[config.mk]
export PLATFORM = sky130hd
export DESIGN_NAME = ahb_sync_bridge
export DESIGN_NICKNAME = d
export VERILOG_FILES = /design/src/rtl/ahb_sync_bridge.sv
export SDC_FILE = /design/constraint.sdc
export NUM_CORES = 1
export LEC_CHECK = 0
export BUFFER_PORTS_ARGS = -buffer_cell sky130_fd_sc_hd__buf_2
export CAP_MARGIN = 5
export CORE_ASPECT_RATIO = 0.9
export CORE_MARGIN = 10
export CORE_UTILIZATION = 40
export DETAILED_ROUTE_END_ITERATION = 8
export GPL_TIMING_DRIVEN = 0
export HOLD_SLACK_MARGIN = 0.05
export PLACE_DENSITY = 0.65
export RECOVER_POWER = 50
export SLEW_MARGIN = 20
export SYNTH_ARGS = -nofsm -noshare
export SYNTH_HDL_FRONTEND = slang
export SYNTH_SLANG_ARGS = --single-unit
[constraint.sdc]
create_clock -name i_clk -period 4.4 [get_ports i_clk]
set_input_delay 0.22 -clock i_clk [delete_from_list [all_inputs] [get_ports i_clk]]
set_output_delay 0.22 -clock i_clk [all_outputs]
set_load 0.1 [all_outputs]
[src/rtl/ahb_sync_bridge.sv]
// Single-clock AHB-to-AHB bridge: upstream requests queue in a FIFO and are
// replayed downstream in order; writes can be posted, with a sticky error flag.
//
// state   | meaning
// U_IDLE  | no upstream data phase outstanding
// U_PUSH  | upstream data phase, waiting for a free FIFO slot
// U_WAIT  | read/non-posted write queued, waiting for downstream completion
// U_RESP  | OKAY completion cycle with registered read data
// U_ERR1  | first ERROR cycle (hreadyout low)
// U_ERR2  | second ERROR cycle (hreadyout high)
// M_IDLE  | downstream bus idle
// M_ADDR  | NONSEQ address phase for the FIFO head
// M_DATA  | data phase for the FIFO head, pop on completion
module ahb_sync_bridge #(
  parameter int DATA_WIDTH = 32,
  parameter int ADDR_WIDTH = 32,
  parameter int F_DEPTH    = 4,
  parameter int P_SIZE     = 3,
  parameter int POSTED_WR  = 1
) (
  input  logic                  i_clk,
  input  logic                  i_rstn,
  input  logic                  i_sleep_req,
  output logic                  o_sleep_ack,
  input  logic                  i_wr_err_clr,
  output logic                  o_wr_err,
  output logic [P_SIZE-1:0]     o_fifo_level,
  input  logic                  i_hselx,
  input  logic [1:0]            i_htrans,
  input  logic [2:0]            i_hsize,
  input  logic                  i_hwrite,
  input  logic [ADDR_WIDTH-1:0] i_haddr,
  input  logic [DATA_WIDTH-1:0] i_hwdata,
  input  logic                  i_hready,
  output logic                  o_hreadyout,
  output logic                  o_hresp,
  output logic [DATA_WIDTH-1:0] o_hrdata,
  output logic [1:0]            o_htrans,
  output logic                  o_hwrite,
  output logic [2:0]            o_hsize,
  output logic [ADDR_WIDTH-1:0] o_haddr,
  output logic [DATA_WIDTH-1:0] o_hwdata,
  input  logic                  i_hready_sink,
  input  logic                  i_hresp_sink,
  input  logic [DATA_WIDTH-1:0] i_hrdata_sink
);
  localparam int  E_W    = 1 + 3 + ADDR_WIDTH + DATA_WIDTH;
  localparam bit  POSTED = (POSTED_WR != 0);

  typedef enum logic [2:0] {U_IDLE, U_PUSH, U_WAIT, U_RESP, U_ERR1, U_ERR2} u_state_t;
  typedef enum logic [1:0] {M_IDLE, M_ADDR, M_DATA} m_state_t;

  u_state_t u_state, u_next;
  m_state_t m_state, m_next;

  logic [E_W-1:0]        fifo_mem [F_DEPTH];
  logic [P_SIZE-1:0]     wr_ptr, rd_ptr, level;
  logic                  push, pop, full, accept, resp_done, wr_err_set, dp_posted;
  logic                  dp_write;
  logic [2:0]            dp_size;
  logic [ADDR_WIDTH-1:0] dp_addr;
  logic                  head_write;
  logic [2:0]            head_size;
  logic [ADDR_WIDTH-1:0] head_addr;
  logic [DATA_WIDTH-1:0] head_data;

  assign level        = wr_ptr - rd_ptr;
  assign full         = (level == P_SIZE'(F_DEPTH));
  assign o_fifo_level = level;
  assign {head_write, head_size, head_addr, head_data} = fifo_mem[rd_ptr[P_SIZE-2:0]];

  assign dp_posted  = dp_write & POSTED;
  assign accept     = i_hselx & (i_htrans inside {2'b10, 2'b11}) & i_hready & o_hreadyout
                      & ~i_sleep_req;
  assign push       = (u_state == U_PUSH) & ~full;
  assign pop        = (m_state == M_DATA) & i_hready_sink;
  // Only reads and non-posted writes owe the upstream master a response.
  assign resp_done  = pop & ~(head_write & POSTED);
  assign wr_err_set = pop & head_write & POSTED & i_hresp_sink;

  always_comb begin
    o_hreadyout = 1'b1;
    case (u_state)
      U_IDLE:         o_hreadyout = ~i_sleep_req;
      U_PUSH:         o_hreadyout = dp_posted & ~full;
      U_WAIT, U_ERR1: o_hreadyout = 1'b0;
      default:        o_hreadyout = 1'b1;
    endcase
  end

  assign o_hresp = (u_state == U_ERR1) | (u_state == U_ERR2);

  always_comb begin
    u_next = u_state;
    case (u_state)
      U_IDLE, U_RESP, U_ERR2: u_next = accept ? U_PUSH : U_IDLE;
      U_PUSH:
        if (!full) u_next = dp_posted ? (accept ? U_PUSH : U_IDLE) : U_WAIT;
      U_WAIT:
        if (resp_done) u_next = i_hresp_sink ? U_ERR1 : U_RESP;
      U_ERR1:  u_next = U_ERR2;
      default: u_next = U_IDLE;
    endcase
  end

  always_comb begin
    m_next   = m_state;
    o_htrans = 2'b00;
    o_hwrite = 1'b0;
    o_hsize  = '0;
    o_haddr  = '0;
    o_hwdata = '0;
    case (m_state)
      M_IDLE:
        if (level != '0 || push) m_next = M_ADDR;
      M_ADDR: begin
        o_htrans = 2'b10;
        o_hwrite = head_write;
        o_hsize  = head_size;
        o_haddr  = head_addr;
        if (i_hready_sink) m_next = M_DATA;
      end
      M_DATA: begin
        o_hwrite = head_write;
        o_hsize  = head_size;
        o_haddr  = head_addr;
        o_hwdata = head_data;
        // After this pop the FIFO holds level-1+push entries.
        if (i_hready_sink) m_next = (level > P_SIZE'(1) || push) ? M_ADDR : M_IDLE;
      end
      default: m_next = M_IDLE;
    endcase
  end

  always_ff @(posedge i_clk) begin
    if (push) fifo_mem[wr_ptr[P_SIZE-2:0]] <= {dp_write, dp_size, dp_addr, i_hwdata};
  end

  always_ff @(posedge i_clk or negedge i_rstn) begin
    if (!i_rstn) begin
      u_state     <= U_IDLE;
      m_state     <= M_IDLE;
      wr_ptr      <= '0;
      rd_ptr      <= '0;
      dp_write    <= 1'b0;
      dp_size     <= '0;
      dp_addr     <= '0;
      o_hrdata    <= '0;
      o_wr_err    <= 1'b0;
      o_sleep_ack <= 1'b0;
    end else begin
      u_state <= u_next;
      m_state <= m_next;
      if (push) wr_ptr <= wr_ptr + P_SIZE'(1);
      if (pop)  rd_ptr <= rd_ptr + P_SIZE'(1);
      if (accept) begin
        dp_write <= i_hwrite;
        dp_size  <= i_hsize;
        dp_addr  <= i_haddr;
      end
      if (u_state == U_WAIT && resp_done) o_hrdata <= i_hrdata_sink;
      if (wr_err_set)        o_wr_err <= 1'b1;
      else if (i_wr_err_clr) o_wr_err <= 1'b0;
      o_sleep_ack <= i_sleep_req & (level == '0) & (m_state == M_IDLE) & (u_state == U_IDLE);
    end
  end
endmodule
==> parameters.txt <==
Parameter                              Value

Status
  Run status    finished, violations left
  Violations in the final reports    max-capacitance violations, max-slew violations

STA
  Max-Slew Margin vs Limit    -11.91%
  Final Hold Vio Count    0
  Setup TNS    0 ns
  Period utilisation layout    85.98%
  Final worst-path setup slack    0.6169 ns
  Post-layout min period    3.783 ns
  Final count of negative-setup-slack endpoints    0
  Maximum achievable frequency    264.3 MHz
  Slew at the pin closest to its max-slew limit    1.679 ns
  Number of max-slew violations in the final report    27
  Final setup skew    0.02320 ns
  Setup repair after global routing missed its margin    no

Clocking
  Clock tree from TritonCTS    yes
  Number of hold-repair buffers added at the cts stage    105
  Cts bufs inserted    38
  Insertion delay to the later sink of the worst-skew pair    0.52 ns
  Setup bufs post-CTS    0
  Buffers from clock root to sink, at most    3
  # H-tree levels    2
  CTS clock-pin slew for the worst setup and hold paths    0.06 ns
  Clock sink count    353
  CTS resizes    0
  Root buf cell    clkbuf_16

Route
  Detailed-router iteration count before antenna repair    4
  Detailed Route Iter0 Violations    416
  Vias per std cell    4.809
  Remaining routing DRC violations    0
  Final wirelength    31.15 mm
  Vias after detailed routing    7339
  Post-route ant nets    0
  Routed length per instance    20.41 µm

Placement
  Place WS    0.9868 ns
  Placed instance area    15500 µm²
  Placed Instances    1351
  Number of port buffers    216
  Gpl congestion    0.7145
  Post-DP HPWL    19.85 mm

Logic synthesis
  Most instantiated flip-flop cell in the synthesis netlist    edfxtp_1
  Post-synthesis simple-gate area fraction    4.463%
  Netlist area before placement    13680 µm²
  Syn Nets    788
  Leading cell type by number of instances after synthesis    edfxtp_1
  Xor and xnor area share after synthesis    0.4207%
  Mean post-synth cell area    20.51 µm²
  Top cells by count, synth    272 x edfxtp_1, 81 x dfrtp_1, 72 x and2_1, 68 x mux4_2, 58 x mux2_2
  Largest family of logic cells by synthesized area    multiplexers
  Synthesized-area fraction occupied by ao, oa, aoi and oai cells    0.9328%
  Number of distinct standard cells referenced by the synthesized netlist    45
  Post-synthesis adder-cell area fraction    1.134%
  Register bit total from synthesis    353
  Sequential-to-total area share from yosys stat    74.51%
  Proportion of netlist area held by the largest area contributor    59.70%
  Cell count after synthesis    667
  Post-synth ARST share    22.95%
  Fraction of synthesized area in multiplexers    16.95%
  Post-synth EDFFs    272
  Top cells by area, synth    edfxtp_1 60%, dfrtp_1 15%, mux4_2 11%
  Cell taking the most area after synthesis    edfxtp_1
  Synth Warn #    0

Worst setup path
  Family with the most delay on the worst path    buffers and inverters
  List of cells traversed by the critical path    clkbuf_1 > clkbuf_1 > clkbuf_1 > mux4_2 > and2_1 > buf_2
  Critical path data required time    4.18 ns
  Crit Reg-Reg Startpoint    wr_ptr[0]
  Worst stage delay on the critical path    0.66 ns
  Slowest-stage cell, CP    clkbuf_1
  Type of the worst setup path    flop to output port
  CP Launch Type    flop
  Crit Path Max Fanout    10
  Worst setup EP type    output port
  CP most frequent cell    clkbuf_1
  Crit path from    rd_ptr[1]
  Number of buffers and inverters on the critical path    4
  Data arrival at the endpoint of the critical path    3.56 ns

Final layout
  Number of standard cells in the final layout excluding fillers    1526
  Share of cells above drive strength 1    33.21%
  Synthesis-to-finish area growth    28.83%
  Post-route standard cell area excluding fillers    17630 µm²
  Layout net count    1155

Global routing
  Initial antenna violation count    1
  Pin count of the biggest net entering global routing    57
  Congestion Overflow GR    0
  All-Layer GR Usage    15.01%
  Via count of the first global-routing pass    8333
  First-pass GRT wire length    49.18 mm

Floorplanning
  Starting density of the core    40.39%
  Die Wd    215.0 µm
  Standard-cell row count    64
  Die Height    195.5 µm
  Core Area    33870 µm²
  I/O pin count    219
  Area enclosed by the die boundary    42010 µm²

Job
  Number of max-capacitance violations reported    1

Worst hold path
  Worst min-delay path class    primary input to flop
  Hold path startpoint    i_hready
==> final timing paths <==
path                                     end  slack, ns  depth (start not counted)
worst max-delay path             o_haddr[23]       0.62                          6
worst min-delay path              u_state[0]       0.21                          5
worst min register to register   o_hrdata[7]       0.48                          1
min in group asynchronous       o_hrdata[27]       0.67                          2
worst max register to register   dp_addr[28]       1.10                          8
max in group asynchronous          rd_ptr[2]       1.49                          3
==> cells in the final DEF (no fill, tap or decap), types with 7 or more instances in the layout <==
cell type and count:
nand2_1 7, clkbuf_16 41, ha_1 10, edfxtp_1 272
dfrtp_1 81, dlygate4sd3_1 105, mux2_2 58, clkinv_1 9
and2_1 68, mux2_1 12, clkbuf_1 95, nor2_1 7
mux4_2 68, buf_2 156, inv_1 9
==> registers in the layout, summed over array words and instances (netlist names) <==
name         flops
o_sleep_ack      1
wr_ptr           3
m_state          2
o_wr_err         1
rd_ptr           3
dp_size          3
fifo_mem       272
dp_posted        1
u_state          3
dp_addr         32
o_hrdata        32
==> layer usage <==
layer / track usage (%) / routed length [µm] / vias to the layer above
li1: - / - / 3353
met1: 19.00 / 13360 / 3731
met2: 24.78 / 15060 / 216
met3: 4.697 / 2286 / 39
met4: 3.569 / 449 / 0
met5: 0 / 0 / -
==> worst min-delay path: cells and delay by family <==
family,cells,cell delay [ns]
simple gates,1,0.14
buf+inv,1,0.11
compound gates,3,0.20
==> metrics by stage <==
| step | util (%) | hold slack, ns |
|---|---|---|
| floorplan | - | -0.07559 |
| global placement | 45.29 | 0.4138 |
| detailed placement | 45.76 | 0.1255 |
| CTS | 52.43 | 0.1291 |
| global route | 52.04 | 0.2341 |
| finish | 52.04 | 0.2069 |
==> logic make-up (layout without fill, tap and decap cells) <==
logic type / Yosys count / count (layout)
buffers and inverters: 42 / 438
xor gates and xnor gates: 5 / 5
other: 1 / 2
and+or+nand+nor: 100 / 100
AOI/OAI and AO/OA: 16 / 16
muxes: 138 / 138
DFF: 353 / 353
adders and majority gates: 12 / 12
==> cell type report <==
type,count,area (µm²)
clock inverter,17,130.1
fill,2809,16250
timing repair buffer,327,2163
buffer,33,178.9
multi-input combinational,272,3268
sequential,353,10190
clock buffer,52,1077
antenna,1,2.502
inverter,9,33.78
tap,462,578.1
Power is left out: the tool's default activity adds up to more than one toggle a clock period on the data nets, which glitch-free logic cannot reach.
